--- config.mk ---
export PLATFORM = sky130hd
export DESIGN_NAME = paicore_hs_responder
export DESIGN_NICKNAME = d
export VERILOG_FILES = /design/src/rtl/paicore_hs_responder.sv
export SDC_FILE = /design/constraint.sdc
export NUM_CORES = 1
export LEC_CHECK = 0
export BUFFER_PORTS_ARGS = -buffer_cell sky130_fd_sc_hd__buf_2
export CORE_MARGIN = 1.5
export CORE_UTILIZATION = 35
export CTS_BUF_LIST = sky130_fd_sc_hd__clkbuf_4
export CTS_CLUSTER_SIZE = 28
export DETAILED_ROUTE_END_ITERATION = 16
export GPL_TIMING_DRIVEN = 1
export SYNTH_ARGS = -nofsm -noshare
export SYNTH_HDL_FRONTEND = slang
export SYNTH_SLANG_ARGS = --single-unit
--- constraint.sdc ---
create_clock -name clk -period 6.1 [get_ports clk]
set_clock_uncertainty 0.15 [all_clocks]
set_input_delay 0.915 -clock clk [delete_from_list [all_inputs] [get_ports clk]]
set_output_delay 0.915 -clock clk [all_outputs]
set_load 0.01 [all_outputs]
--- src/rtl/paicore_hs_responder.sv ---
`timescale 1ns/1ps
// -----------------------------------------------------------------------------
// paicore_hs_responder
//
// Loopback responder for a host that talks 4-phase request/acknowledge.
// Inbound words are accepted from the host transmitter, queued in a FIFO and
// replayed in order to the host receiver. Counters track accepted and
// completed words, and a sticky flag reports when the outbound count reaches
// a programmed frame length.
//
// Handshake semantics (both sides):
//   request rises with data stable -> acknowledge rises -> request falls ->
//   acknowledge falls. Exactly one word moves per request/acknowledge cycle.
//   A request still high while acknowledge is high never moves a second word.
//
// Ports
//   clk, rst            single clock, asynchronous active-high reset
//   i_rx_request        inbound request; i_rx_din valid while high
//   i_rx_din            inbound data word
//   o_rx_acknowledge    inbound acknowledge
//   o_tx_request        outbound request
//   o_tx_dout           outbound data word, stable while o_tx_request is high
//   i_tx_acknowledge    outbound acknowledge from the host receiver
//   i_clear             synchronous clear of counters and o_tx_done
//   i_frame_num         outbound word count that sets o_tx_done (0 = never)
//   o_rx_cnt, o_tx_cnt  accepted / completed word counters (wrap at 2^32)
//   o_fifo_level        words held, including the one being offered outbound
//   o_tx_done           sticky: o_tx_cnt reached i_frame_num
//   o_dbg_rx_state      receive FSM state (0 = RX_IDLE, 1 = RX_ACK)
//   o_dbg_tx_state      transmit FSM state (0 = TX_IDLE, 1 = TX_REQ, 2 = TX_WAIT)
// -----------------------------------------------------------------------------
module paicore_hs_responder #(
  parameter int DATA_W     = 32,
  parameter int FIFO_DEPTH = 16,
  localparam int AW        = $clog2(FIFO_DEPTH),
  localparam int LW        = AW + 1
) (
  input  logic              clk,
  input  logic              rst,
  input  logic              i_rx_request,
  input  logic [DATA_W-1:0] i_rx_din,
  output logic              o_rx_acknowledge,
  output logic              o_tx_request,
  output logic [DATA_W-1:0] o_tx_dout,
  input  logic              i_tx_acknowledge,
  input  logic              i_clear,
  input  logic [31:0]       i_frame_num,
  output logic [31:0]       o_rx_cnt,
  output logic [31:0]       o_tx_cnt,
  output logic [LW-1:0]     o_fifo_level,
  output logic              o_tx_done,
  output logic [0:0]        o_dbg_rx_state,
  output logic [1:0]        o_dbg_tx_state
);

  typedef enum logic [0:0] {
    RX_IDLE = 1'b0,
    RX_ACK  = 1'b1
  } rx_state_t;

  typedef enum logic [1:0] {
    TX_IDLE = 2'd0,
    TX_REQ  = 2'd1,
    TX_WAIT = 2'd2
  } tx_state_t;

  rx_state_t rx_state, rx_next;
  tx_state_t tx_state, tx_next;

  logic [DATA_W-1:0] mem [FIFO_DEPTH];
  logic [AW-1:0]     wr_ptr, rd_ptr;
  logic [LW-1:0]     fifo_count;
  logic              fifo_full, fifo_empty;

  logic              push;     // inbound word accepted this cycle
  logic              load;     // head word copied to the outbound register
  logic              retire;   // outbound word acknowledged, head slot freed
  logic [DATA_W-1:0] tx_dout_q;
  logic [31:0]       rx_cnt_q, tx_cnt_q;
  logic              tx_done_q;
  logic [31:0]       tx_cnt_inc;

  assign fifo_full  = (fifo_count == LW'(FIFO_DEPTH));
  assign fifo_empty = (fifo_count == '0);

  // ---------------------------------------------------------------------------
  // Receive FSM
  // ---------------------------------------------------------------------------
  always_ff @(posedge clk or posedge rst) begin
    if (rst) rx_state <= RX_IDLE;
    else     rx_state <= rx_next;
  end

  always_comb begin
    rx_next = rx_state;
    push    = 1'b0;
    case (rx_state)
      RX_IDLE: begin
        // Full FIFO holds the request off with acknowledge low.
        if (i_rx_request && !fifo_full) begin
          push    = 1'b1;
          rx_next = RX_ACK;
        end
      end
      RX_ACK: begin
        if (!i_rx_request) rx_next = RX_IDLE;
      end
      default: rx_next = RX_IDLE;
    endcase
  end

  // Decoded from the state register so reset drops it without a clock.
  assign o_rx_acknowledge = (rx_state == RX_ACK);

  // ---------------------------------------------------------------------------
  // Transmit FSM
  // The head word is copied to the output register on entry to TX_REQ, but its
  // FIFO slot is only released when the host acknowledges. The in-flight word
  // therefore still counts toward o_fifo_level, and a reset discards it along
  // with the rest of the FIFO.
  // ---------------------------------------------------------------------------
  always_ff @(posedge clk or posedge rst) begin
    if (rst) tx_state <= TX_IDLE;
    else     tx_state <= tx_next;
  end

  always_comb begin
    tx_next = tx_state;
    load    = 1'b0;
    retire  = 1'b0;
    case (tx_state)
      TX_IDLE: begin
        if (!fifo_empty) begin
          load    = 1'b1;
          tx_next = TX_REQ;
        end
      end
      TX_REQ: begin
        if (i_tx_acknowledge) begin
          retire  = 1'b1;
          tx_next = TX_WAIT;
        end
      end
      TX_WAIT: begin
        if (!i_tx_acknowledge) tx_next = TX_IDLE;
      end
      default: tx_next = TX_IDLE;
    endcase
  end

  assign o_tx_request = (tx_state == TX_REQ);

  always_ff @(posedge clk or posedge rst) begin
    if (rst)       tx_dout_q <= '0;
    else if (load) tx_dout_q <= mem[rd_ptr];
  end

  assign o_tx_dout = tx_dout_q;

  // ---------------------------------------------------------------------------
  // FIFO storage and pointers. Depth is a power of two, so the pointers wrap
  // by natural overflow.
  // ---------------------------------------------------------------------------
  always_ff @(posedge clk) begin
    if (push) mem[wr_ptr] <= i_rx_din;
  end

  always_ff @(posedge clk or posedge rst) begin
    if (rst) begin
      wr_ptr     <= '0;
      rd_ptr     <= '0;
      fifo_count <= '0;
    end else begin
      if (push)   wr_ptr <= wr_ptr + AW'(1);
      if (retire) rd_ptr <= rd_ptr + AW'(1);
      case ({push, retire})
        2'b10:   fifo_count <= fifo_count + LW'(1);
        2'b01:   fifo_count <= fifo_count - LW'(1);
        default: fifo_count <= fifo_count;
      endcase
    end
  end

  assign o_fifo_level = fifo_count;

  // ---------------------------------------------------------------------------
  // Counters and done flag; i_clear takes priority over any increment.
  // ---------------------------------------------------------------------------
  assign tx_cnt_inc = tx_cnt_q + 32'd1;

  always_ff @(posedge clk or posedge rst) begin
    if (rst) begin
      rx_cnt_q  <= '0;
      tx_cnt_q  <= '0;
      tx_done_q <= 1'b0;
    end else if (i_clear) begin
      rx_cnt_q  <= '0;
      tx_cnt_q  <= '0;
      tx_done_q <= 1'b0;
    end else begin
      if (push)   rx_cnt_q <= rx_cnt_q + 32'd1;
      if (retire) begin
        tx_cnt_q <= tx_cnt_inc;
        if ((i_frame_num != 32'd0) && (tx_cnt_inc == i_frame_num))
          tx_done_q <= 1'b1;
      end
    end
  end

  assign o_rx_cnt  = rx_cnt_q;
  assign o_tx_cnt  = tx_cnt_q;
  assign o_tx_done = tx_done_q;

  assign o_dbg_rx_state = rx_state;
  assign o_dbg_tx_state = tx_state;

endmodule

==> metrics.cfg <==
[run_status]
status = completed

[power]
p_per_area_nw_per_um2 = 399
leakage_nw = 10.5
ir_drop_mv = 0.294
finalPower_mw = 11.9

[routing]
final_antenna_net_count = 0
wl_per_cell_um = 22.1
dr.first_iter.drc_count = 1193
wirelength_um = 60600
num_vias = 14079
viasPerCell = 5.13
route.detailed.drc = 0
dr.pass1.iters = 5

[clock_tree]
path_clk_slew_ns = 0.08
post_cts_resized = 0
cts_inserted_buffers = 162
insertion_delay_ns = 0.99
postCtsSetupBuffers = 0
htree_num_levels = 4
cts.sinks = 625
cts_tree = built
max-clock-path-buffers = 3
cts_root_buf = clkbuf_4

[global_route]
grt_max_degree = 86
antenna_found_initial = 9
overflow = 0
grt_pass1_wl_um = 91800
grt_usage = 0.166
grt_pass1_vias = 14673

[die]
dieArea_um2 = 74700
die_height_um = 273
io_pins = 176
initial_core_util = 0.356
fp-row-count = 98
fp.coreArea_um2 = 71900
die_x_um = 273

[sta]
finalSetupViolations = 0
min_period_ns = 3.73
finalSetupTns_ns = 0
worst_slack_ns = 2.37
tightestPinTransition_ns = 1.21
relSlewSlack = 0.196
fmax_mhz = 268
hold_slack_ns = 0.136
finalHoldViolCount = 0
rsz0062_at_grt = false
min_period_over_period = 0.611
drv_slew = 0

[synthesis]
synthTopCellsByCount = 512 x edfxtp_1, 160 x mux4_2, 113 x dfrtp_1
ys.warnings.count = 0
yosysSeqAreaShare = 0.712
yosysTopAreaCellShare = 0.602
async_reset_ff_frac = 0.181
netlist_instances = 1367
synth_area_leader_cell = edfxtp_1
synth.distinct_cells = 62
ys.flop_type = edfxtp_1
syn_area_um2 = 25600
ys_ff_latch = 625
synth-edff-count = 512
avgSynthCellArea_um2 = 18.7
yosysMostFrequentCell = edfxtp_1
yosys-top-cells-area = edfxtp_1 60%, mux4_2 14%, dfrtp_1 11%
synth_nets = 1448

[worst_setup_path]
startpoint_type = primary input
reg2reg_slack_ns = 2.49
crit_fanout = 19
required_ns = 6.56
r2r_end = mem[12][28]$_DFFE_PP_
reg2reg_depth = 5
crit_type = primary input to flip-flop
cp.arrival_ns = 4.19
reg2reg_from = o_dbg_rx_state$_DFF_PP0_
end_kind = flip-flop

[layout]
final_cells = 2747
fill_cells = 6480
drive_gt1_frac = 0.384
area_growth_pct = 16.8
post-route-util = 0.415
seq_area_um2 = 18200
nets = 1744
multi_input_area_um2 = 7090
stdcell_area_um2 = 29800

[flow_run]
cap_violations = 0

[min_path]
worstHoldEndpoint = mem[4][1]$_DFFE_PP_
worstHoldStart = i_rx_din[1]
hp-class = primary input to flip-flop
min_path_cells = 1

[placement]
dp.cells = 2446
hpwl_um = 35200
dp_slack_ns = 1.95
gp_congestion = 0.879
place_area_um2 = 27700
io_buffers = 175

## final cells by class
class	instances	share of cell area
diodes	6	0.000503
well taps	950	0.0398
multi-input cells	652	0.237
clock inverters	53	0.0117
inverters	17	0.00231
clock buffers	239	0.0601
flip-flops and latches	625	0.610
repair buffers	205	0.0380
## metal layers
layer / GRT usage / up-vias / part of all wire
met4: 0.0602 / 10 / 0.019
met3: 0.0479 / 98 / 0.074
met2: 0.260 / 554 / 0.48
met5: 0 / - / 0.0010
met1: 0.220 / 7254 / 0.43
li1: - / 6163 / -
## worst max path at each step
stage	startpoint	end	slack, ns
after floorplan	i_rx_request	mem[3][0]$_DFFE_PP_	1.53
after global placement	i_rx_request	mem[12][28]$_DFFE_PP_	2.03
after detailed placement	i_rx_request	mem[12][28]$_DFFE_PP_	1.95
after CTS	o_fifo_level[0]$_DFFE_PP0P_	mem[12][28]$_DFFE_PP_	2.44
after global routing	o_fifo_level[0]$_DFFE_PP0P_	mem[12][28]$_DFFE_PP_	2.23
final	i_rx_request	mem[12][28]$_DFFE_PP_	2.37
## cells in the final DEF, fill, tap and decap left out, types with 9 or more instances in the layout
cell and count:
clkbuf_4 239, nand3_1 28, buf_4 25, nor2_4 12, nor3_1 13, dfrtp_1 109
inv_1 15, buf_2 175, nand2_1 46, clkinv_1 35, mux2_2 33, and3_1 9
nor2_1 76, ha_1 11, nand4_1 28, nor4_1 14, a21oi_1 14, mux4_2 160
xor2_1 55, nand2b_1 9, o21ai_0 16, edfxtp_1 512, xnor2_1 53
## sequential cells by signal (all words and copies together) (netlist names)
name            cells
rd_ptr              4
o_tx_cnt           32
o_dbg_rx_state      1
o_fifo_level        5
wr_ptr              4
o_dbg_tx_state      2
o_rx_cnt           32
mem               512
o_tx_dout          32
o_tx_done           1
## cell families after synthesis
| family | Yosys count | share of synthesized area |
|---|---|---|
| AND/OR/NAND/NOR | 277 | 0.0575 |
| flip-flops | 625 | 0.712 |
| multiplexers | 197 | 0.157 |
| adder cells (fa/ha/maj) | 12 | 0.00617 |
| XOR/XNOR | 108 | 0.0370 |
| buffers and inverters | 90 | 0.0152 |
| AO/OA/AOI/OAI | 58 | 0.0148 |
## critical path, stage by stage
cell and delay [ns]:
dlygate4sd3_1 0.53, buf_2 0.13, nand2b_1 0.11, a21oi_1 0.94
nand2_1 0.49, nor2_4 0.61, buf_4 0.44
## report_power, final
part           leakage (nW)  switching [mW]  internal, mW
Clock                  1.26            1.76          1.91
Combinational          3.13            1.38          1.53
Sequential             6.08           0.350          4.98
Total                  10.5            3.49          8.42
## repair_timing
item / in CTS / in global routing
endpoints found under the setup margin: 0 / 0
endpoints found under the hold margin: 61 / 0
hold buffers: 3 / 0
Note: power is estimated with default switching activity, not from simulation.
